$ cat config.mk
export PLATFORM = sky130hd
export DESIGN_NAME = fft_addr_ctrl
export DESIGN_NICKNAME = d
export VERILOG_FILES = /design/src/rtl/fft_pkg.sv /design/src/rtl/fft_wr_delay.sv /design/src/rtl/fft_addr_ctrl.sv
export SDC_FILE = /design/constraint.sdc
export NUM_CORES = 1
export LEC_CHECK = 0
export ABC_AREA = 1
export CORE_AREA = 2 2 88 111
export DETAILED_ROUTE_END_ITERATION = 8
export DIE_AREA = 0 0 90 113
export GPL_TIMING_DRIVEN = 0
export PLACE_DENSITY = 0.74
export SLEW_MARGIN = 20
export SYNTH_ARGS = -nofsm -noshare
export SYNTH_HDL_FRONTEND = slang
export SYNTH_HIERARCHICAL = 1
export SYNTH_SLANG_ARGS = --single-unit
$ cat constraint.sdc
create_clock -name clk_i -period 4.2 [get_ports clk_i]
set_clock_uncertainty 0.1 [all_clocks]
set_input_delay 0.84 -clock clk_i [delete_from_list [all_inputs] [get_ports clk_i]]
set_output_delay 0.84 -clock clk_i [all_outputs]
set_load 0.02 [all_outputs]
$ cat src/rtl/fft_pkg.sv
// Shared constants and types for the 256-point radix-2 DIF FFT sequencer.
package fft_pkg;

  // Default transform geometry and butterfly pipeline depth.
  localparam int N_DEF        = 256;
  localparam int LOG2N_DEF    = 8;
  localparam int PIPE_LAT_DEF = 4;

  // Data-memory address width for the default geometry.
  localparam int ADDR_W_DEF   = LOG2N_DEF;

  // Sequencer states.
  typedef enum logic [1:0] {
    ST_IDLE  = 2'd0,
    ST_RUN   = 2'd1,
    ST_DRAIN = 2'd2,
    ST_DONE  = 2'd3
  } state_e;

endpackage : fft_pkg

$ cat src/rtl/fft_wr_delay.sv
// Write-back delay line: replays the read-issue stream {en, addr_a, addr_b}
// DEPTH cycles later so write addresses line up with butterfly results.
module fft_wr_delay
  import fft_pkg::*;
#(
  parameter int DEPTH = PIPE_LAT_DEF,
  parameter int AW    = ADDR_W_DEF
) (
  input  logic          clk_i,
  input  logic          reset_ni,
  input  logic          en_i,
  input  logic [AW-1:0] addr_a_i,
  input  logic [AW-1:0] addr_b_i,
  output logic          en_o,
  output logic [AW-1:0] addr_a_o,
  output logic [AW-1:0] addr_b_o
);

  typedef struct packed {
    logic          en;
    logic [AW-1:0] a;
    logic [AW-1:0] b;
  } slot_t;

  slot_t pipe_q [DEPTH];

  // Shift one slot per cycle in every state; the line is never stalled.
  // NOTE: sequential state uses non-blocking assignments so every slot
  // samples its neighbour's pre-edge value and the chain shifts by one.
  always_ff @(posedge clk_i or negedge reset_ni) begin
    if (!reset_ni) begin
      // NOTE: this small array is reset deliberately -- a stale enable left
      // in the line would fire a spurious write after a mid-transform abort.
      for (int i = 0; i < DEPTH; i++) begin
        pipe_q[i] <= '0;
      end
    end else begin
      pipe_q[0] <= '{en: en_i, a: addr_a_i, b: addr_b_i};
      for (int i = 1; i < DEPTH; i++) begin
        pipe_q[i] <= pipe_q[i-1];
      end
    end
  end

  assign en_o     = pipe_q[DEPTH-1].en;
  assign addr_a_o = pipe_q[DEPTH-1].a;
  assign addr_b_o = pipe_q[DEPTH-1].b;

endmodule : fft_wr_delay

$ cat src/rtl/fft_addr_ctrl.sv
// Address sequencer for an in-place radix-2 DIF FFT. Walks every stage and
// butterfly, issuing the two read addresses and the twiddle index, then
// replays the read addresses as write-back addresses after the butterfly
// latency. A drain gap per stage keeps stage s+1 reads behind stage s writes.
module fft_addr_ctrl
  import fft_pkg::*;
#(
  parameter int N        = N_DEF,
  parameter int LOG2N    = LOG2N_DEF,
  parameter int PIPE_LAT = PIPE_LAT_DEF
) (
  input  logic             clk_i,
  input  logic             reset_ni,
  input  logic             start_i,
  output logic             busy_o,
  output logic             done_o,
  output logic [LOG2N-1:0] stage_o,
  output logic             rd_en_o,
  output logic [LOG2N-1:0] rd_addr_a_o,
  output logic [LOG2N-1:0] rd_addr_b_o,
  output logic [LOG2N-2:0] cw_addr_o,
  output logic             wr_en_o,
  output logic [LOG2N-1:0] wr_addr_a_o,
  output logic [LOG2N-1:0] wr_addr_b_o
);

  localparam int SW = $clog2(LOG2N);                            // stage index
  localparam int BW = LOG2N - 1;                                // butterfly index
  localparam int DW = (PIPE_LAT > 1) ? $clog2(PIPE_LAT) : 1;    // drain counter

  localparam logic [BW-1:0] B_LAST = BW'(N / 2 - 1);
  localparam logic [SW-1:0] S_LAST = SW'(LOG2N - 1);
  localparam logic [DW-1:0] D_LAST = DW'(PIPE_LAT - 1);

  state_e          state_q;
  logic [SW-1:0]   stage_q;
  logic [BW-1:0]   bfly_q;
  logic [DW-1:0]   drain_q;
  logic            busy_q;
  logic            done_q;
  logic            rd_en_q;
  logic [LOG2N-1:0] rd_addr_a_q;
  logic [LOG2N-1:0] rd_addr_b_q;
  logic [BW-1:0]   cw_addr_q;

  // (stage, butterfly) pair that will be issued if the FSM issues a read at
  // the coming edge, and the addresses derived from it.
  logic [SW-1:0]    iss_stage_d;
  logic [BW-1:0]    iss_bfly_d;
  logic [SW-1:0]    shamt;
  logic [LOG2N-1:0] span;
  logic [LOG2N-1:0] grp;
  logic [BW-1:0]    pos_mask;
  logic [BW-1:0]    pos;
  logic [LOG2N-1:0] iss_a_d;
  logic [LOG2N-1:0] iss_b_d;
  logic [BW-1:0]    iss_cw_d;

  // Select the next butterfly to issue: continue the current stage, open the
  // next stage after a drain, or begin stage 0 from idle.
  // NOTE: every variable gets a default before the case so no path leaves a
  // value unassigned, which would otherwise infer a latch.
  always_comb begin
    iss_stage_d = stage_q;
    iss_bfly_d  = bfly_q + 1'b1;
    case (state_q)
      ST_IDLE: begin
        iss_stage_d = '0;
        iss_bfly_d  = '0;
      end
      ST_DRAIN: begin
        iss_stage_d = stage_q + 1'b1;
        iss_bfly_d  = '0;
      end
      default: ;
    endcase
  end

  // Butterfly address arithmetic. For stage s the half-span is 2^(LOG2N-1-s):
  // the butterfly index splits into a group number (high bits) and a position
  // inside the group (low bits). Spreading the group bits up by one place
  // leaves room for the lower leg at +span; the twiddle index is pos << s.
  always_comb begin
    shamt    = S_LAST - iss_stage_d;
    span     = LOG2N'(1) << shamt;
    grp      = {1'b0, iss_bfly_d} >> shamt;
    // At stage 0 the shift pushes every bit out, so the mask is all ones.
    pos_mask = ~({BW{1'b1}} << shamt);
    pos      = iss_bfly_d & pos_mask;
    iss_a_d  = ((grp << shamt) << 1) | {1'b0, pos};
    iss_b_d  = iss_a_d + span;
    iss_cw_d = pos << iss_stage_d;
  end

  // Sequencer FSM with registered read-side outputs. Read outputs default to
  // zero each cycle and are loaded only on cycles that issue a butterfly.
  always_ff @(posedge clk_i or negedge reset_ni) begin
    if (!reset_ni) begin
      state_q     <= ST_IDLE;
      stage_q     <= '0;
      bfly_q      <= '0;
      drain_q     <= '0;
      busy_q      <= 1'b0;
      done_q      <= 1'b0;
      rd_en_q     <= 1'b0;
      rd_addr_a_q <= '0;
      rd_addr_b_q <= '0;
      cw_addr_q   <= '0;
    end else begin
      done_q      <= 1'b0;
      rd_en_q     <= 1'b0;
      rd_addr_a_q <= '0;
      rd_addr_b_q <= '0;
      cw_addr_q   <= '0;
      case (state_q)
        ST_IDLE: begin
          if (start_i) begin
            state_q     <= ST_RUN;
            busy_q      <= 1'b1;
            stage_q     <= iss_stage_d;
            bfly_q      <= iss_bfly_d;
            rd_en_q     <= 1'b1;
            rd_addr_a_q <= iss_a_d;
            rd_addr_b_q <= iss_b_d;
            cw_addr_q   <= iss_cw_d;
          end
        end
        ST_RUN: begin
          if (bfly_q == B_LAST) begin
            state_q <= ST_DRAIN;
            drain_q <= '0;
          end else begin
            bfly_q      <= iss_bfly_d;
            rd_en_q     <= 1'b1;
            rd_addr_a_q <= iss_a_d;
            rd_addr_b_q <= iss_b_d;
            cw_addr_q   <= iss_cw_d;
          end
        end
        ST_DRAIN: begin
          if (drain_q != D_LAST) begin
            drain_q <= drain_q + 1'b1;
          end else if (stage_q == S_LAST) begin
            state_q <= ST_DONE;
            busy_q  <= 1'b0;
            done_q  <= 1'b1;
          end else begin
            // The last write of this stage lands in this cycle, so the next
            // stage's first read can issue right after the edge.
            state_q     <= ST_RUN;
            stage_q     <= iss_stage_d;
            bfly_q      <= iss_bfly_d;
            rd_en_q     <= 1'b1;
            rd_addr_a_q <= iss_a_d;
            rd_addr_b_q <= iss_b_d;
            cw_addr_q   <= iss_cw_d;
          end
        end
        ST_DONE: begin
          state_q <= ST_IDLE;
          stage_q <= '0;
        end
        default: begin
          state_q <= ST_IDLE;
          busy_q  <= 1'b0;
          stage_q <= '0;
        end
      endcase
    end
  end

  fft_wr_delay #(
    .DEPTH (PIPE_LAT),
    .AW    (LOG2N)
  ) u_wr_delay (
    .clk_i    (clk_i),
    .reset_ni (reset_ni),
    .en_i     (rd_en_q),
    .addr_a_i (rd_addr_a_q),
    .addr_b_i (rd_addr_b_q),
    .en_o     (wr_en_o),
    .addr_a_o (wr_addr_a_o),
    .addr_b_o (wr_addr_b_o)
  );

  assign busy_o      = busy_q;
  assign done_o      = done_q;
  assign stage_o     = {{(LOG2N - SW){1'b0}}, stage_q};
  assign rd_en_o     = rd_en_q;
  assign rd_addr_a_o = rd_addr_a_q;
  assign rd_addr_b_o = rd_addr_b_q;
  assign cw_addr_o   = cw_addr_q;

endmodule : fft_addr_ctrl

-- Word-level counts from Yosys, hierarchy flattened
Cells that the tools add are included.
- bits in registers: 108
- input bits: 3
- output and inout port bits: 51
- logic and storage cells: 105
- add/subtract/negate cells: 5
- equality and inequality tests: 13
- shifts and indexed selects: 5
- muxes and demuxes: 46
- bitwise operators: 3
- reductions and logical operators: 11
- operators with widths (cell ; count):
    8-bit 2-to-1 mux ; 8
    7-bit 2-to-1 mux ; 9
    8-bit case mux with 3 select lines ; 2
    7-bit case mux with 3 select lines ; 2
    2-bit != test (second input constant) ; 8
    2-bit 2-to-1 mux ; 6
    1-bit 2-to-1 mux ; 10
    3-bit 2-to-1 mux ; 3
    3-bit case mux with 3 select lines ; 1
    8-bit adder ; 1
    8-bit by 7-bit OR with 8-bit output ; 1
    2-bit case mux with 4 select lines ; 1
    4-bit AND reduction ; 2
    1-bit by 3-bit << shifter with 8-bit output (first input constant) ; 1
    8-bit by 3-bit << shifter with 7-bit output ; 1
    7-bit by 3-bit right shift with 8-bit output ; 1
    7-bit by 1-bit adder with 7-bit output (second input constant) ; 1
    7-bit bitwise AND ; 1
    7-bit equality test (second input constant) ; 1
    7-bit NOT ; 1
    7-bit by 3-bit << shifter with 7-bit output ; 1
    7-bit by 3-bit << shifter with 7-bit output (first input constant) ; 1
    3-bit case mux with 2 select lines ; 1
    3-bit AND reduction ; 2
    other kinds (14) ; 17

-- Logic depth before layout (Yosys ltp)
Gate-level depths: netlist of run 1.
- depth after elaboration: 11
- depth in mapped cells: 25

-- Modules after synthesis
Netlist of run 1, hierarchy kept.
- modules (own cells, without submodules) (module ; times used ; cells an instance ; area each (um^2) ; sequential area each (um^2)):
    fft_addr_ctrl ; 1 ; 355 ; 2603.7 ; 1001.0
    fft_wr_delay ; 1 ; 84 ; 1821.7 ; 1701.6

-- Worst setup path after synthesis of run 1
No wires, ideal clock.
- kind: reg-to-reg
- start point: register stage_q[0]
- end point: register rd_addr_b_q[6] (netlist: rd_addr_b_o[6])
- data arrival time: 3029 ps
- path slack: 947 ps
- stages on the path, launching flop included: 24
- buffers on the path: 1
- path through: dfrtp_1 -> ha_1 -> ha_1 -> nand2_1 -> nand2_2 -> buf_6 -> nor2_2 -> nand2_1 -> nand2_1 -> inv_1 -> nand3_1 -> nand3_2 -> nand2_1 -> o21ai_0 -> inv_1 -> ha_1 -> a21oi_1 -> inv_1 -> a31oi_1 -> nor2_1 -> o21ai_0 -> nand2_1 -> o21ai_0 -> a21oi_1
- cells in the longest elaborated chain, start to end: 11
- elaborated cells between the ends (all ways): 17
- classes of those cells: add/sub: 3; eq/ne: 1; shift: 4; mux: 6; bitwise: 3
- RTL lines (item ; RTL line ; source):
    start, declared ; fft_addr_ctrl.sv:36 ; logic [SW-1:0] stage_q;
    start signal, assigned ; fft_addr_ctrl.sv:120 ; stage_q <= iss_stage_d;
    start signal, assigned ; fft_addr_ctrl.sv:151 ; stage_q <= iss_stage_d;
    branches (longest 10 deep; another with 8-bit adder) ; - ;
    8-bit case mux with 3 select lines * ; fft_addr_ctrl.sv:115 ; case (state_q)
    end signal, assigned ; fft_addr_ctrl.sv:124 ; rd_addr_b_q <= iss_b_d;
    end signal, assigned ; fft_addr_ctrl.sv:136 ; rd_addr_b_q <= iss_b_d;
    end signal, assigned ; fft_addr_ctrl.sv:155 ; rd_addr_b_q <= iss_b_d;
    end, declared ; fft_addr_ctrl.sv:43 ; logic [LOG2N-1:0] rd_addr_b_q;
Mark *: on every way between the ends.
A chain may end at the register's enable or synchronous reset.

-- Final worst setup path of run 1
- start point: register bfly_q[0]
- end point: register rd_addr_b_q[6] (netlist: rd_addr_b_o[6])
- cells in the longest elaborated chain, start to end: 9
- elaborated cells between the ends (all ways): 13
- classes of those cells: add/sub: 2; eq/ne: 1; shift: 2; mux: 6; bitwise: 2
- RTL lines (item ; RTL line ; source):
    start, declared ; fft_addr_ctrl.sv:37 ; logic [BW-1:0] bfly_q;
    start signal, assigned ; fft_addr_ctrl.sv:121 ; bfly_q <= iss_bfly_d;
    start signal, assigned ; fft_addr_ctrl.sv:133 ; bfly_q <= iss_bfly_d;
    start signal, assigned ; fft_addr_ctrl.sv:152 ; bfly_q <= iss_bfly_d;
    7-bit by 1-bit adder with 7-bit output ; fft_addr_ctrl.sv:65 ; iss_bfly_d = bfly_q + 1'b1;
    7-bit 2-to-1 mux ; fft_addr_ctrl.sv:66 ; case (state_q)
    7-bit by 3-bit right shift with 8-bit output ; fft_addr_ctrl.sv:86 ; grp = {1'b0, iss_bfly_d} >> shamt;
    8-bit by 3-bit << shifter with 7-bit output ; fft_addr_ctrl.sv:90 ; iss_a_d = ((grp << shamt) << 1) | {1'b0, pos};
    8-bit by 7-bit OR with 8-bit output ; fft_addr_ctrl.sv:90 ;
    8-bit adder ; fft_addr_ctrl.sv:91 ; iss_b_d = iss_a_d + span;
    8-bit 2-to-1 mux ; fft_addr_ctrl.sv:143 ; end else if (stage_q == S_LAST) begin
    8-bit 2-to-1 mux ; fft_addr_ctrl.sv:141 ; if (drain_q != D_LAST) begin
    8-bit case mux with 3 select lines * ; fft_addr_ctrl.sv:115 ;
Mark *: on every way between the ends. The rest lies on a longest branch, timed or not.

==> results by stage, run 1 <==
Run status:
- The flow ran to the end, and the final reports show no timing, DRC or antenna violations.

Final layout:
- Compared with the post-synthesis result, the final layout area differs by 22.79%.
- The final design instance area without fill is roughly 0.0054 mm2.
- Once layout is complete, the utilization of the core stands at 0.5987.
- In the layout the commonest cells are dfrtp_1 (108), nand2_1 (82), clkdlybuf4s50_1 (47).
- Of the cells placed in the final design, the portion with a size suffix greater than 1 is 0.1336.
- The number of antenna diodes in the final layout is 0.
- In the final design database the tool counted between 500 and 600 nets.
- Leaving out fill and tap cells, the most frequent cell in the layout is dfrtp_1.

Yosys:
- The share of the Yosys chip area taken by registers is 0.6107.
- The largest family of logic cells by synthesized area is simple AND/OR/NAND/NOR gates.
- The post-synthesis compound-gate area fraction was 0.06333.
- The adder and majority gate portion of the synthesized area is 0.03562.
- The synthesized design contains 0 enable-type register cells.
- The number of different library cells in the post-synthesis netlist is 37.
- The cell area that synthesis handed to floorplanning was about 0.0044 mm2.
- Measured against the total synthesized area, the mux share comes to 0.002545.
- The fraction of synthesis flops using an asynchronous set or reset pin is 1.000.
- The post-synthesis sequential element count is roughly 110.
- Among all flip-flop cells after synthesis, the most frequent one is dfrtp_1.
- Of the total synthesized cell area, the portion taken by XOR and XNOR cells is 0.003958.
- The portion of synthesized cell area occupied by the leading cell type is 0.6107.
- The count of synthesis-stage warnings from yosys is 6.
- In this run the mean area of a mapped cell was between 10 and 15 um2.
- The gate count after technology mapping is 439.
- The largest area contributor in the netlist is dfrtp_1.
- In the post-synthesis netlist, the biggest area contributors are dfrtp_1 (61%), nand2_1 (7.0%), nand3_1 (4.2%).
- Of the total synthesized cell area, the portion taken by AND, OR, NAND and NOR gates is 0.1925.

Setup path:
- The start-to-end type of the worst setup path is register to register.
- The capturing element type of the critical path is a register.
- For the worst setup path, the data arrival time is roughly 3.7 ns.
- The worst endpoint required time is ~4.3 ns.
- The type of origin of the critical path is a register.
- The maximum fanout along the worst path is 6.

Route:
- After detailed routing, the number of vias per cell comes to 4.930.
- The final layout contains routed wiring with a total length of slightly below 9000 um.
- The number of optimization iterations in the first detailed-route pass is 4.
- Across all layers, the routed design uses between 3,000 and 4,000 vias.
- The detail-routed net length per standard cell is 14.03 um.
- The number of nets with antenna violations after detailed routing is 0.
- The first routing iteration left about 140 violations.
- In the routed design, unresolved DRC markers number 0.

Clocking:
- The number of buffers inserted for hold repair after clock tree synthesis is 0.
- The buffers inserted during post-CTS setup optimization is 0.
- The buffer cell driving the clock tree root is clkbuf_16.
- Counting every sink on the clock net gives 108.
- Post-CTS repair changed the size of 0 cells.
- The CTS buffer count is 9.
- The number of buffers on the longest clock path is 2.
- The H-tree depth is 3.
- The clock tree from TritonCTS is yes.
- After clock tree synthesis, the clock-pin slew on the worst setup and hold paths is approximately 0.07 ns.
- The insertion delay to the later sink of the worst-skew pair is around 0.34 ns.

Timing:
- Counting I/O delays and the setup requirement, the final critical path takes between 3 and 4 ns.
- The max-slew violation total from the final report is 0.
- The share of the cycle needed by the critical path after routing is 0.8611.
- Setup repair after global routing left no endpoint under its margin.
- The transition at the pin with the smallest max-transition slack is between 0.5 and 0.6 ns.
- Static timing analysis puts the maximum clock frequency at around 280 MHz.
- In the final timing run, aggregate negative setup slack is 0 ns.
- The final count of hold timing violations is 0.
- Setup violations remaining at the end of the flow were counted as 0.
- The headroom to the max-slew limit is 0.6009.

Place:
- Detailed placement ended at an HPWL of ~6600 um.
- The congestion estimate from routability-driven global placement came to ~0.86.
- The area after detailed placement is 0.005107 mm2.
- The count of buffers added on input and output ports is 48.

GRT:
- The first global-routing pass estimated around 15,000 um of wire.
- The largest net degree at the start of global routing is 77.
- The number of antenna violations at the first check in global routing came to 0.
- For this run, the total global-route usage over all layers was measured as 0.1924.
- The overall overflow remaining after global route is 0.
- The number of global-route vias before repair was 3,163.

Power and ir drop:
- The ratio of total power to cell area is 926.4 mW/mm2.
- The peak supply drop is roughly 0.35 mV.
- The analysis attributes to cell leakage a power of between 2 and 3 nW.
- The completed layout was analyzed and its total power is ~5.0 mW.

Die:
- The starting density of the core is 0.4876.
- During I/O placement, the number of pins put on the boundary was 54.
- The die is around 110 um tall.
- The die covers ~0.010 mm2.
- The die width is ~90 um.
- The initialized floorplan defines 39 standard-cell rows.
- The core area is between 0.009 and 0.01 mm2.

Hold path:
- The tightest min-delay check is of the register to register type.

Run:
- Max-cap violations in this run came to 0.
## cells in the mapped netlist (2+ instances only)
cell and instances:
nor2_1 41, nor3_1 3, buf_4 23, nand3_2 4, clkbuf_1 2, buf_6 4
inv_2 4, nand3_1 37, a31oi_1 2, inv_1 38, nand2_2 10, o21ai_1 3
nand2_1 82, dfrtp_1 108, ha_1 11, buf_2 2, a21oi_1 14, o21ai_0 24
nand4_1 9
## through the flow
step                      cells  worst slack [ns]  hold WS, ns
after floorplan             444            0.9472       0.2312
after global placement      615            -1.552       0.2317
after detailed placement    616            0.6851       0.2347
after CTS                   632            0.6161       0.2498
after global routing        632           0.07273       0.2519
final                       632            0.5835       0.2476
## final timing paths
kind                       slack [ns]                   from  depth (start not counted)                endpoint
setup / recovery                 0.58              bfly_q[0]                         23          rd_addr_b_o[6]
hold / removal                   0.25  u_wr_delay/pipe_q[57]                          0   u_wr_delay/pipe_q[40]
setup reg to reg                 0.58              bfly_q[0]                         23          rd_addr_b_o[6]
hold reg to reg                  0.25  u_wr_delay/pipe_q[57]                          0   u_wr_delay/pipe_q[40]
max in group asynchronous        3.09               reset_ni                          2   u_wr_delay/pipe_q[58]
min in group asynchronous        0.27               reset_ni                          1  u_wr_delay/addr_a_o[0]
## metal layers
metal	global-route usage	part of all wire	wire [um]
met1	0.2256	0.41	3645
met2	0.3343	0.52	4583
met3	0.03928	0.041	361
met4	0.1026	0.031	275
met5	0	0	0
## state kept, by name, indices dropped and copies added (netlist names)
signal               count
u_wr_delay/en_o          1
rd_addr_a_o              8
stage_q                  3
u_wr_delay/pipe_q       51
busy_o                   1
state_q                  2
bfly_q                   7
drain_q                  2
u_wr_delay/addr_a_o      8
done_o                   1
rd_addr_b_o              8
rd_en_o                  1
u_wr_delay/addr_b_o      8
cw_addr_o                7
## cell families (layout without fill, tap and decap cells)
group                      Yosys count  count (layout)
buffers and inverters               75             140
adders and majority gates           12              12
xor gates and xnor gates             2               2
DFF                                108             108
AOI/OAI and AO/OA                   50              50
and+or+nand+nor                    190             190
other                                1               6
muxes                                1               1
## cell type report
class	instances	area, um2
Multi-Input combinational cell	261	1341
Sequential cell	108	2703
Clock buffer	12	246.5
Buffer	32	239.0
Fill cell	770	3642
Clock inverter	4	80.08
Tap cell	123	153.9
Timing Repair Buffer	49	509.2
Inverter	43	161.4
## worst max-delay path: stages, from the launching register on
cell     delay (ns)
dfrtp_1        0.44
ha_1           0.23
nand2_1        0.11
inv_1          0.07
nand2_1        0.05
nand3_1        0.28
nand2_1        0.08
nand2_1        0.10
nand2_1        0.11
nand2_2        0.09
nand3_2        0.07
nand3_2        0.08
nand2_1        0.08
o21ai_0        0.23
inv_1          0.09
ha_1           0.35
a21oi_1        0.16
inv_1          0.05
a31oi_1        0.20
nor2_1         0.08
o21ai_0        0.15
nand2_1        0.09
o21ai_0        0.14
a21oi_1        0.06
## power breakdown
group / switching, mW / internal, mW / leakage [nW]
sequential: 0.205 / 1.53 / 1.27
combinational: 1.42 / 0.968 / 1.23
clock: 0.357 / 0.545 / 0.159
total: 1.99 / 3.05 / 2.66
No activity file was read; power rests on OpenSTA's default activity.
==> run 2, diff against run 1 <==
Settings changed: CORE_AREA 2 2 88 111 to 2 2 89 112, DIE_AREA 0 0 90 113 to 0 0 91 114, SYNTH_HIERARCHICAL 1 to not set.
==> run 2 against run 1 <==
Die area up 2.0%. Combinational power is 43% lower. Area after synthesis increased by 2.3%. Clock power shrank 12%. Maximum frequency is 1.6% higher. Synthesized cell count stayed put. Worst setup slack improved by 0.056 ns.
==> results by stage, run 2 <==
Run status:
- The flow ran to the end, and the final reports show no timing, DRC or antenna violations.

Yosys:
- The share of synthesized area in the top cell type comes to 0.5970.
- Summed over all instances, the cell type with the most area after synthesis is dfrtp_1.
- The synthesized design contains between 100 and 150 register bits.
- The part of the Yosys area used for sequential elements is 0.5970.
- In the synthesized netlist the dominant register cell turns out to be dfrtp_1.
- For this run, asynchronously set or reset flops after synthesis account for 1.000.
- The library cell with the highest instance count after synthesis is dfrtp_1.
- The number of enable flip-flop cells after synthesis is 0.
- The summed instance area of the synthesized netlist is 0.004527 mm2.
- Synthesis handed over a netlist of 439 instances.
- Ranked by instance count, the synthesized netlist is headed by dfrtp_1 (108), nand2_1 (75), nor2_1 (40).
- Ranked by total cell area, the synthesized netlist is headed by dfrtp_1 (60%), nand2_1 (6.2%), buf_4 (4.0%).
- The number of different library cells in the post-synthesis netlist is 42.
- The Yosys step of the flow raised 0 warnings.
- Each instance of the synthesized netlist takes up on average slightly above 10 um2.

Timing:
- Derived from the worst setup path, the maximum achievable clock frequency is 280.9 MHz.
- The count of endpoints failing setup in the final report is 0.
- The worst hold slack is roughly 0.25 ns.
- In the finished design, the share of the clock period the worst path needs comes to 0.8476.
- Summed over all failing endpoints, the final setup total negative slack is 0 ns.
- Counting I/O delays and the setup requirement, the final critical path takes about 3.6 ns.
- Setup repair after global routing left no endpoint under its margin.
- The final count of hold timing violations is 0.
- The max-slew violation total from the final report was 0.

GRT:
- The combined global-route utilization of all metal layers is 0.1909.
- The first-pass GRT wire length is 15,490 um.
- The number of antenna violations at the first check in global routing came to 0.
- The number of global-route vias before repair was approximately 3,200.
- Entering global routing, the biggest net connects 76 pins.
- Summed over all layers, the global routing overflow is 0.

Setup path:
- The start-to-end type of the worst setup path is register to register.
- The number of cell instances on the worst register-to-register path is 23.
- Traced cell by cell, the critical path runs through ha_1 > ha_1 > nand2_1 > nand2_4 > nand2_2 > inv_2 > nand3_1 > nand2_1 > inv_2 > nand3_2 > nand3_2 > nand2_2 > o21ai_1 > inv_1 > ha_1 > a21oi_1 > inv_1 > a31oi_1 > nor2_1 > o21ai_0 > nand2_1 > o21ai_0 > a21oi_1.
- The highest-delay cell along the critical path is dfrtp_1.
- The sum of buffers and inverters on the critical path is 4.
- The cell family with the largest share of critical-path delay is adder cells.
- The critical path ends at rd_addr_b_o[6].
- The worst reg2reg path endpoint is rd_addr_b_o[6].
- In this run the critical register-to-register path is launched from stage_q[0].
- The critical path runs through a total of 23 cells.
- The maximum fanout along the worst path is 6.
- The startpoint of the most critical setup path is stage_q[0].
- STA classifies the critical path startpoint as a register.
- The worst endpoint required time is between 4 and 5 ns.
- The largest stage delay on the critical path is about 0.47 ns.
- The capturing element type of the critical path is a register.
- Data arrives at the worst endpoint at about 3.7 ns.
- Across all register-to-register paths, the minimum setup slack is approximately 0.64 ns.

Clocking:
- The buffer cell driving the clock tree root is clkbuf_16.
- The insertion delay to the later sink of the worst-skew pair is between 0.3 and 0.4 ns.
- The clock-pin slew on the worst setup and hold paths is ~0.07 ns.
- TritonCTS built the clock tree.
- No sink is reached through more buffers than the 2 on the longest clock path.
- After clock tree synthesis, the setup repair step added 0 buffers.
- The H-tree was split into 3 levels.
- The number of clock buffers added by TritonCTS is 9.
- Counting every sink on the clock net gives 108.
- The count of cells resized by post-cts repair is 0.
- The number of hold buffers added after CTS was 0.

Power and ir drop:
- Of the total power, the clock network draws 0.222.
- In this run the power density over the cells is ~650 mW/mm2.
- The combinational fraction of design power is 0.384.
- The cell-internal power is around 2.2 mW.
- The leakage power total is 2.823 nW.
- The design draws 3.562 mW.
- The sequential power share is 0.394.
- Of the total power, the share spent switching nets is 0.3740.
- The net switching power figure is 1.332 mW.
- The peak supply drop is 0.2727 mV.

Die:
- The die width is ~91 um.
- From bottom edge to top edge, the die measures about 110 um.
- The core area is about 0.0094 mm2.
- The overall die area is 0.01037 mm2.
- The total I/O pin count is between 50 and 60.
- In this run the core area contains 40 standard-cell rows.
- The starting density of the core is 0.4811.

Place:
- During placement, the flow inserted port buffers numbering 48.
- Counting tap cells, the placed design contains a total of just over 600 instances.
- The final estimated routing congestion in global placement is 0.8917.
- Once placement finished, the instance area stood at between 0.005 and 0.006 mm2.
- Detailed placement finished with a half-perimeter wire length of approximately 6500 um.

Route:
- The number of optimization iterations in the first detailed-route pass is 4.
- For this block, the via count after detailed routing is 3,141.
- The detailed router finished its first iteration with 141 violations.
- Using the TritonRoute via totals, the vias-per-cell ratio works out to roughly 5.
- Dividing the detail-routed wire length by the instance count gives 14.01 um.
- After detailed routing, the total wire length is 8894 um.
- The count of nets left with antenna violations once routing finished came out at 0.
- In the routed design, unresolved DRC markers number 0.

Final layout:
- Of the cells placed in the final design, the portion with a size suffix greater than 1 is 0.1866.
- The area added between synthesis and finish is 21.50%.
- The number of antenna cells inserted is 0.
- The register with the most flip-flops is u_wr_delay.pipe_q.
- At the end of the flow, the number of nets in the layout was between 500 and 600.
- The most common library cell in the layout ignoring fill and taps is dfrtp_1.
- With fillers left out, the area of the finished cells amounts to approximately 0.0055 mm2.
- The library cells used most frequently in the layout, excluding fill and tap cells, are dfrtp_1 (108), nand2_1 (75), clkdlybuf4s50_1 (47).
- The register with the most flip-flops in the layout has ~50 of them.
- After the flow finishes, the layout carries non-filler instances totaling between 600 and 700.

Run:
- The total of max-cap violations is 0.

Hold path:
- The min-delay analysis places its worst path in the category register to register.
[run 2: stage by stage]
stage               utilization  worst slack, ns
floorplan                     -           0.9993
global placement         0.5509           -1.484
detailed placement       0.5540           0.7041
CTS                      0.5846           0.6565
global route             0.5846           0.2625
finish                   0.5846           0.6399
[run 2: logic make-up after synthesis]
| kind of cell | Yosys count | synth area share |
|---|---|---|
| DFF | 108 | 0.5970 |
| buffers and inverters | 73 | 0.08707 |
| other | 1 | 0.0008284 |
| xor gates and xnor gates | 2 | 0.003870 |
| adders and majority gates | 12 | 0.03483 |
| and+or+nand+nor | 190 | 0.2081 |
| AOI/OAI and AO/OA | 53 | 0.06827 |
[run 2: how the worst min path moves through the flow]
stage	from	endpoint	depth (start not counted)
after floorplan	u_wr_delay.pipe_q[25]	u_wr_delay.addr_a_o[0]	0
after global placement	u_wr_delay.pipe_q[48]	u_wr_delay.pipe_q[31]	0
after detailed placement	u_wr_delay.pipe_q[37]	u_wr_delay.pipe_q[20]	0
after CTS	u_wr_delay.pipe_q[41]	u_wr_delay.pipe_q[24]	0
after global routing	u_wr_delay.pipe_q[31]	u_wr_delay.addr_a_o[6]	0
final	u_wr_delay.pipe_q[41]	u_wr_delay.pipe_q[24]	0
[run 2: layer usage]
metal	wire [um]	track usage	part of all wire	vias to the layer above
met4	138	0.07980	0.016	0
met5	0	0	0	-
met1	3650	0.2223	0.41	1519
met3	365	0.04227	0.041	10
met2	4740	0.3407	0.53	90
li1	-	-	-	1522
[run 2: layout make-up]
| type | instances | area [um2] |
|---|---|---|
| Multi-Input combinational cell | 263 | 1449 |
| Clock inverter | 5 | 45.04 |
| Fill cell | 805 | 3909 |
| Sequential cell | 108 | 2703 |
| Tap cell | 126 | 157.7 |
| Clock buffer | 11 | 242.7 |
| Buffer | 33 | 241.5 |
| Timing Repair Buffer | 49 | 509.2 |
| Inverter | 40 | 152.6 |
[run 2: power groups by stage]
stage	combinational, mW	clock [mW]	sequential, mW
after global routing	1.51	0.871	1.44
after floorplan	0.826	0	1.48
after detailed placement	1.36	0	1.42
after CTS	1.37	0.818	1.41
after global placement	1.34	0	1.41
final	1.37	0.792	1.40
[run 2: worst reg2reg max path: cells and delay by family (launching register included)]
kind / cells / cell delay, ns
and+or+nand+nor: 10 / 0.87
AOI/OAI and AO/OA: 6 / 0.85
DFF: 1 / 0.47
buffers and inverters: 4 / 0.27
adders and majority gates: 3 / 0.87
==> run 3, diff against run 2 <==
Clock period 4.2 ns to 3.7 ns, I/O delays scaled along.
==> run 3 against run 2 <==
Clock-buffer cell count unchanged. Combinational power grew 15%. Sequential share of layout area decreased by 0.39 points. Sequential power grew 14%. Non-clock buffer count rose by 3. Via count grew 1.3%. Total power up 14%. Worst setup slack got worse by 0.31 ns. Routed wire length increased by 1.4%. Largest cell class unchanged. Largest power group unchanged.
==> results by stage, run 3 (synthesis results as in run 2) <==
Clocking:
- The CTS buffer count is 9.
- The buffer cell driving the clock tree root is clkbuf_16.
- The H-tree depth is 3.
- After clock tree synthesis, the clock-pin slew on the worst setup and hold paths is approximately 0.07 ns.
- TritonCTS built the clock tree.
- Clock tree synthesis found a total of approximately 110 sinks.
- The clock passes through at most 2 buffers.
- The insertion delay to the later sink of the worst-skew pair is 0.34 ns.

Power and ir drop:
- The ratio of total power to cell area is around 730 mW/mm2.
- The peak supply drop is about 0.31 mV.
- The leakage power total is between 2 and 3 nW.
- Power comes to just over 4 mW.

Route:
- In this run, the number of DRC markers left after iteration 0 of detailed routing was 100.
- The detail route stage leaves a number of antenna-violating nets equal to 0.
- Dividing the detail-routed via count by the number of cells gives approximately 5.
- For this run, design rule violations remaining after detail routing come to 0.
- The number of optimization iterations in the first detailed-route pass is 4.
- The detail-routed net length per standard cell is ~14 um.
- The routed layout has 3,181 vias.
- Wires add up to about 9000 um.

Final layout:
- Leaving out fill and tap cells, the most frequent cell in the layout is dfrtp_1.
- The number of antenna cells inserted is 0.
- The final design instance area without fill is between 0.005 and 0.006 mm2.
- The register with the most flip-flops is u_wr_delay.pipe_q.
- Once layout is complete, the cells apart from fillers number about 640.
- The fraction of final layout cells sized beyond drive strength 1 is 0.1992.
- The top cell types in the final layout, fill and taps aside, are dfrtp_1 (107), nand2_1 (75), clkdlybuf4s50_1 (47).
- At the end of the flow the core is filled with cells to 0.5895.
- The layout has about 800 filler cells.
- The multi-input combinational cells in the finished layout cover a total of ~0.0015 mm2.
- The area growth from synthesis to layout is 22.53%.
- The sequential cell area in the final layout is approximately 0.0027 mm2.
- The number of flip-flops in the largest register is 51.
- The layout net count is approximately 520.

Setup path:
- On the critical path, the stage with the largest delay is an instance of dfrtp_2.
- The worst endpoint required time is about 3.8 ns.
- The most frequent cell on the critical path is nand2_1.
- The largest single stage delay on the critical path is around 0.42 ns.
- Data arrives at the worst endpoint at 3.50 ns.
- STA classifies the critical path endpoint as a register.
- The signal on the critical path passes through ha_1 > ha_1 > nand2_1 > nand2_4 > nand2_2 > inv_2 > nand3_1 > nand2_1 > inv_2 > nand3_2 > nand3_2 > nand2_2 > o21ai_1 > inv_1 > ha_4 > a21oi_1 > inv_1 > a31oi_2 > nor2_1 > o21ai_1 > nand2_1 > o21ai_0 > a21oi_1.
- The start-to-end type of the worst setup path is register to register.
- In this run the worst path has a maximum fanout of 4.
- The worst setup path is launched from a register.

Timing:
- The worst hold slack is around 0.18 ns.
- In the finished design, the share of the clock period the worst path needs comes to 0.9119.
- The upper clock frequency limit is approximately 300 MHz.
- The worst-case setup margin in the final layout is between 0.3 and 0.4 ns.
- The final setup TNS is 0 ns.
- The max-slew violation total from the final report was 0.
- The worst path needs about 3.4 ns of the cycle, external delays included.
- The count of endpoints failing setup in the final report is 0.
- Setup repair after global routing left no endpoint under its margin.
- The final count of hold timing violations is 0.

Place:
- In this run the cell area measured after placement is 0.005213 mm2.
- The placed wire-length estimate after detailed placement is ~6500 um.
- OpenSTA, run right after detailed placement, puts the worst setup slack at about 0.2 ns.
- Routability-driven placement finished with a final weighted congestion of just under 0.9.
- The number of port buffers is between 40 and 50.
- The number of placed instances, taps included, is between 600 and 700.

GRT:
- The combined global-route utilization of all metal layers is 0.1909.
- The overall overflow remaining after global route is 0.
- Entering global routing, the biggest net connects 76 pins.
- The number of global-route vias before repair is 3,203.
- The first-pass GRT wire length is 15,490 um.
- The number of antenna violations at the first check in global routing is 0.

Die:
- 54 I/O pins were placed.
- The die width is 91 um.
- From bottom edge to top edge, the die measures 114 um.
- The overall die area is about 0.010 mm2.
- The number of cell rows is 40.
- The core area is about 0.0094 mm2.
- The initial utilization of the core area, before any placement, comes to 0.4811.

Run status:
- The flow ran to the end, and the final reports show no timing, DRC or antenna violations.

Run:
- The total of max-cap violations is 0.

Hold path:
- The tightest min-delay check is of the input port to asynchronous set/reset pin type.
## run 3: changes by cell type in the layout (fill, tap and decap cells not counted), sizes merged
cell  before  now
buf       34   37
## run 3: layer usage
layer,global-route usage,routed length [um],up-vias
met5,0,0,-
met4,0.07980,231,0
met3,0.04227,308,20
met2,0.3407,4742,79
met1,0.2223,3738,1556
li1,-,-,1526
## run 3: layout make-up
| cell class | count | area share |
|---|---|---|
| tap | 126 | 0.02842 |
| clock buffer | 11 | 0.04376 |
| clock inverter | 5 | 0.008121 |
| multi-input combinational | 263 | 0.2653 |
| inverter | 40 | 0.02752 |
| timing repair buffer | 52 | 0.09587 |
| buffer | 33 | 0.04354 |
| sequential | 108 | 0.4875 |
## run 3: path summary, 6_finish.rpt
check,from,end,slack [ns],depth (start not counted)
max,stage_q[0],rd_addr_b_o[6],0.33,23
min,reset_ni,u_wr_delay.pipe_q[25],0.18,1
min reg2reg,u_wr_delay.pipe_q[41],u_wr_delay.pipe_q[24],0.25,0
max in group asynchronous,reset_ni,stage_q[0],2.66,2
max reg2reg,stage_q[0],rd_addr_b_o[6],0.33,23
min in group clk_i,u_wr_delay.pipe_q[41],u_wr_delay.pipe_q[24],0.25,0
## run 3: power by group
| group | total, mW | leakage, nW | switching [mW] | internal [mW] |
|---|---|---|---|---|
| clock network | 0.900 | 0.132 | 0.416 | 0.484 |
| logic | 1.58 | 1.26 | 0.984 | 0.597 |
| registers | 1.59 | 1.44 | 0.119 | 1.47 |
| total | 4.07 | 2.83 | 1.52 | 2.55 |
## run 3: worst max-delay path, delay by kind of cell (launching register included)
kind | cells | cell delay (ns)
compound gates | 6 | 0.81
buf+inv | 4 | 0.31
simple gates | 10 | 0.88
flops | 1 | 0.42
fa+ha+maj | 3 | 0.73
## run 3: repair_timing
item                       4_1_cts  5_1_grt
setup buffers                    0        3
resized for setup                0        6
setup endpoints to repair        0        2
hold buffers                     0        0
==> edit 1 (config.mk and constraints of run 1) <==
`LOG2N_DEF`: 8 -> 10.
--- a/src/rtl/fft_pkg.sv
+++ b/src/rtl/fft_pkg.sv
@@ -3,7 +3,7 @@
 
   // Default transform geometry and butterfly pipeline depth.
   localparam int N_DEF        = 256;
-  localparam int LOG2N_DEF    = 8;
+  localparam int LOG2N_DEF    = 10;
   localparam int PIPE_LAT_DEF = 4;
 
   // Data-memory address width for the default geometry.
Interface: changed (6 resized); port bits go from 54 to 66. No check against the original RTL was run, so the function may have changed too.
==> edit 1 against run 1 <==
  * The flow now finishes with violations (setup timing)
  * Synthesized area is 34% higher
  * Count of clock-buffer cells in the layout rose by 9
  * Setup slack worse by 0.80 ns
  * Total power increased by 38%
  * Sequential cell count increased by 25
  * Global-route usage is 18 points higher
  * Combinational power is 45% higher
  * Design area increased by 47%
  * Wire length rose by 130%
  * Critical path depth up 3
==> edit 1: results (changes against run 1) <==
stage,metric,value,unit,change
setup_path,crit_family,compound AO/OA/AOI/OAI gates,,was simple AND/OR/NAND/NOR gates
sta,fin_ws,-0.216,ns,was 0.584 ns
sta,setup_violations,4,,was 0
sta,hold_ws,0.248,ns,about the same
logic_synthesis,synth_cell_types,44,,was 37
logic_synthesis,muxShareOfSynthArea,0,%,was 0.254%
logic_synthesis,synth_fa_ha_area_share,3.52,%,was 3.56%
logic_synthesis,synth_xor_area_share,0.445,%,was 0.396%
place,gp_congestion,0.894,,was 0.864
run_status,status,finished with violations,,was finished clean
logic_synthesis,synth_seq_area_share,56.3,%,was 61.1%
routing,vias_per_cell,6.39,,was 4.93
run_status,violations,setup timing,,
logic_synthesis,synth.area.top_cells,"dfrtp_1 (56%), nand2_1 (7.6%), nand3_1 (4.5%)",,"was dfrtp_1 (61%), nand2_1 (7.0%), nand3_1 (4.2%)"
grt,track_usage,37.1,%,was 19.2%
logic_synthesis,synth_common_cells,"dfrtp_1 (133), nand2_1 (120), nand3_1 (53), nor2_1 (41), inv_1 (39)",,"was dfrtp_1 (108), nand2_1 (82), nor2_1 (41), inv_1 (38), nand3_1 (37)"
finish,largest_reg_flops,63,,was 51
setup_path,cp.arrival,4.65,ns,was 3.74 ns
finish,final_core_util,88.3,%,was 59.9%
sta,fin_tns_setup,-0.574,ns,was 0 ns
finish,clk_share,7.92,%,was 6.01%
finish,multi_input_area,0.00239,mm^2,was 0.00134 mm^2
finish,clkbuf_count,21,,was 12
finish,stdcell_count,859,,was 632
worst_hold_path,holdPathEnd,u_wr_delay/addr_b_o[8],,was u_wr_delay/pipe_q[40]
grt,grt_pass1_wl,28.7,mm,was 15.3 mm
logic_synthesis,synth_seq_cells,133,,was 108
finish,seqCellArea,0.00333,mm^2,was 0.00270 mm^2
clock_network,insertion_delay,0.42,ns,was 0.34 ns
power,p_sw_share,43.3,%,was 39.5%
routing,dr.pass1.iters,7,,was 4
setup_path,cp_slowest_cell,dfrtp_2,,was dfrtp_1
power,ir_worst_vdd,709,uV,was 350 uV
setup_path,critPathMaxFanout,14,,was 6
place,placed_area,0.00678,mm^2,was 0.00511 mm^2
## edit 1: changes by cell type in the layout (fill, tap and decap cells not counted), sizes merged, moves of 5 or more
cell                  run 1  this run
buf                      32        79
nand2                    93       138
dfrtp                   108       133
nand3                    41        66
a21oi                    15        28
o21ai                    28        40
clkdlybuf4s50            47        58
clkbuf                   14        23
nor2                     42        49
inv                      44        49
## edit 1: layer usage
metal / wire length [um] / GRT usage [%] / share of wire, % / vias up
met5: 0 / 0 / 0 / -
met4: 1650 / 21.4 / 8.1 / 0
met3: 2180 / 9.85 / 11 / 194
met2: 9670 / 60.5 / 48 / 521
met1: 6820 / 45.0 / 34 / 2591
li1: - / - / - / 2179
## edit 1: repair_timing
action,in CTS,in global routing
cloned,0,0
pin swaps,15,21
gates resized for setup,24,46
endpoints found under the setup margin,6,4
setup buffers,26,14
==> edit 2 (settings of run 1) <==
Without the edit above. Make the reset (`reset_ni`) synchronous in 2 clocked blocks.
--- a/src/rtl/fft_wr_delay.sv
+++ b/src/rtl/fft_wr_delay.sv
@@ -27,7 +27,7 @@
   // Shift one slot per cycle in every state; the line is never stalled.
   // NOTE: sequential state uses non-blocking assignments so every slot
   // samples its neighbour's pre-edge value and the chain shifts by one.
-  always_ff @(posedge clk_i or negedge reset_ni) begin
+  always_ff @(posedge clk_i) begin
     if (!reset_ni) begin
       // NOTE: this small array is reset deliberately -- a stale enable left
       // in the line would fire a spurious write after a mid-transform abort.
--- a/src/rtl/fft_addr_ctrl.sv
+++ b/src/rtl/fft_addr_ctrl.sv
@@ -94,7 +94,7 @@
 
   // Sequencer FSM with registered read-side outputs. Read outputs default to
   // zero each cycle and are loaded only on cycles that issue a butterfly.
-  always_ff @(posedge clk_i or negedge reset_ni) begin
+  always_ff @(posedge clk_i) begin
     if (!reset_ni) begin
       state_q     <= ST_IDLE;
       stage_q     <= '0;
Behaviour: differs if reset_ni is asserted again (counterexample within 4 cycles, from zero or initial values and one cycle with reset_ni low); with reset_ni held inactive, the same outputs for 10 cycles.
==> edit 2 against run 1 <==
  * Worst hold slack better by 0.066 ns
  * Setup slack worse by 0.096 ns
  * Wire length rose by 12%
  * Sequential share of layout area decreased by 9.8 points
  * Utilization is 0.23 points lower
  * First-iteration DRC count down 15%
  * Synthesized area is 0.51% higher
  * Global-route usage rose by 1.2 points
  * Design area down 0.39%
  * Sequential cell count unchanged
  * Critical path type unchanged
  * Critical endpoint is now rd_addr_b_o[7]
  * Highest routed layer unchanged
Power is not compared: it rests on default switching activity, and its combinational part moved more than twofold at a synthesized area within 25%.
==> edit 2: results (changes against run 1) <==
stage,metric,value,unit,change
run_status,status,finished clean,,unchanged
setup_path,r2r_start,bfly_q[0],,unchanged
sta,hold_ws,0.314,ns,was 0.248 ns
logic_synthesis,synth_common_cells,"nand2_1 (133), dfxtp_1 (108), inv_1 (95), nor2_1 (44), nand3_1 (37)",,"was dfrtp_1 (108), nand2_1 (82), nor2_1 (41), inv_1 (38), nand3_1 (37)"
logic_synthesis,synth_fa_ha_area_share,3.26,%,was 3.56%
grt,grt_pass1_wl,16.4,mm,was 15.3 mm
setup_path,r2r_slack,0.49,ns,was 0.58 ns
routing,drt-initial-drc-count,121,,was 143
setup_path,cp_slowest_cell,dfxtp_1,,was dfrtp_1
grt,grt_max_degree,20,,was 77
logic_synthesis,synth_seq_area_share,48.6,%,was 61.1%
setup_path,worstRegToRegCells,24,,was 23
logic_synthesis,synth_compound_gate_area_share,8.50,%,was 6.33%
finish,fill_cells,844,,was 770
logic_synthesis,synth_cell_types,38,,was 37
place,gp_congestion,0.873,,was 0.864
place,place_ws,0.406,ns,was 0.685 ns
routing,wl_met1,3.88,mm,was 3.65 mm
grt,grtUsageMet2,38.9,%,was 33.4%
sta,fin_ws,0.487,ns,was 0.584 ns
routing,wl_per_cell,12.9,um,was 14.0 um
setup_path,cp.arrival,3.85,ns,was 3.74 ns
worst_hold_path,worstHoldStart,u_wr_delay/pipe_q[1][0],,was u_wr_delay/pipe_q[57]
grt,grt_pass1_vias,3562,,was 3163
routing,dr_wl_met3,403,um,was 361 um
logic_synthesis,synth-main-ff-cell,dfxtp_1,,was dfrtp_1
finish,drive_gt1_share,14.2,%,was 13.4%
worst_hold_path,holdPathEnd,u_wr_delay/pipe_q[2][0],,was u_wr_delay/pipe_q[40]
place,placed_area,0.00510,mm^2,was 0.00511 mm^2
finish,syn_to_final_growth,21.7,%,was 22.8%
logic_synthesis,synthArstFlopShare,0,%,was 100%
logic_synthesis,synth_xor_area_share,0.394,%,was 0.396%
grt,met3_usage,4.33,%,was 3.93%
routing,wl,9.93,mm,was 8.87 mm
edit 2: cell count changes after synthesis, moves of 3 or more:
| cell | delta |
|---|---|
| dfrtp_1 | -108 |
| dfxtp_1 | +108 |
| inv_1 | +57 |
| nand2_1 | +51 |
| buf_4 | -16 |
| inv_2 | +15 |
| a21oi_1 | +14 |
| nand2_2 | +7 |
| buf_2 | +6 |
| nor2_2 | +6 |
| nand4_1 | -4 |
| o21ai_0 | -4 |
| nor2_1 | +3 |
| nor3_1 | -3 |
edit 2: timing repair:
action / in CTS / in global routing
resized for setup: 0 / 1
setup buffers: 0 / 0
endpoints found under the setup margin: 0 / 1
edit 2: layout make-up:
class,instances,share of cell area (%)
plain buffers,23,3.47
clock buffers,9,4.16
clock inverters,7,1.60
inverters,115,7.98
multi-input cells,337,31.1
flip-flops and latches,108,39.9
well taps,123,2.84
repair buffers,48,8.88
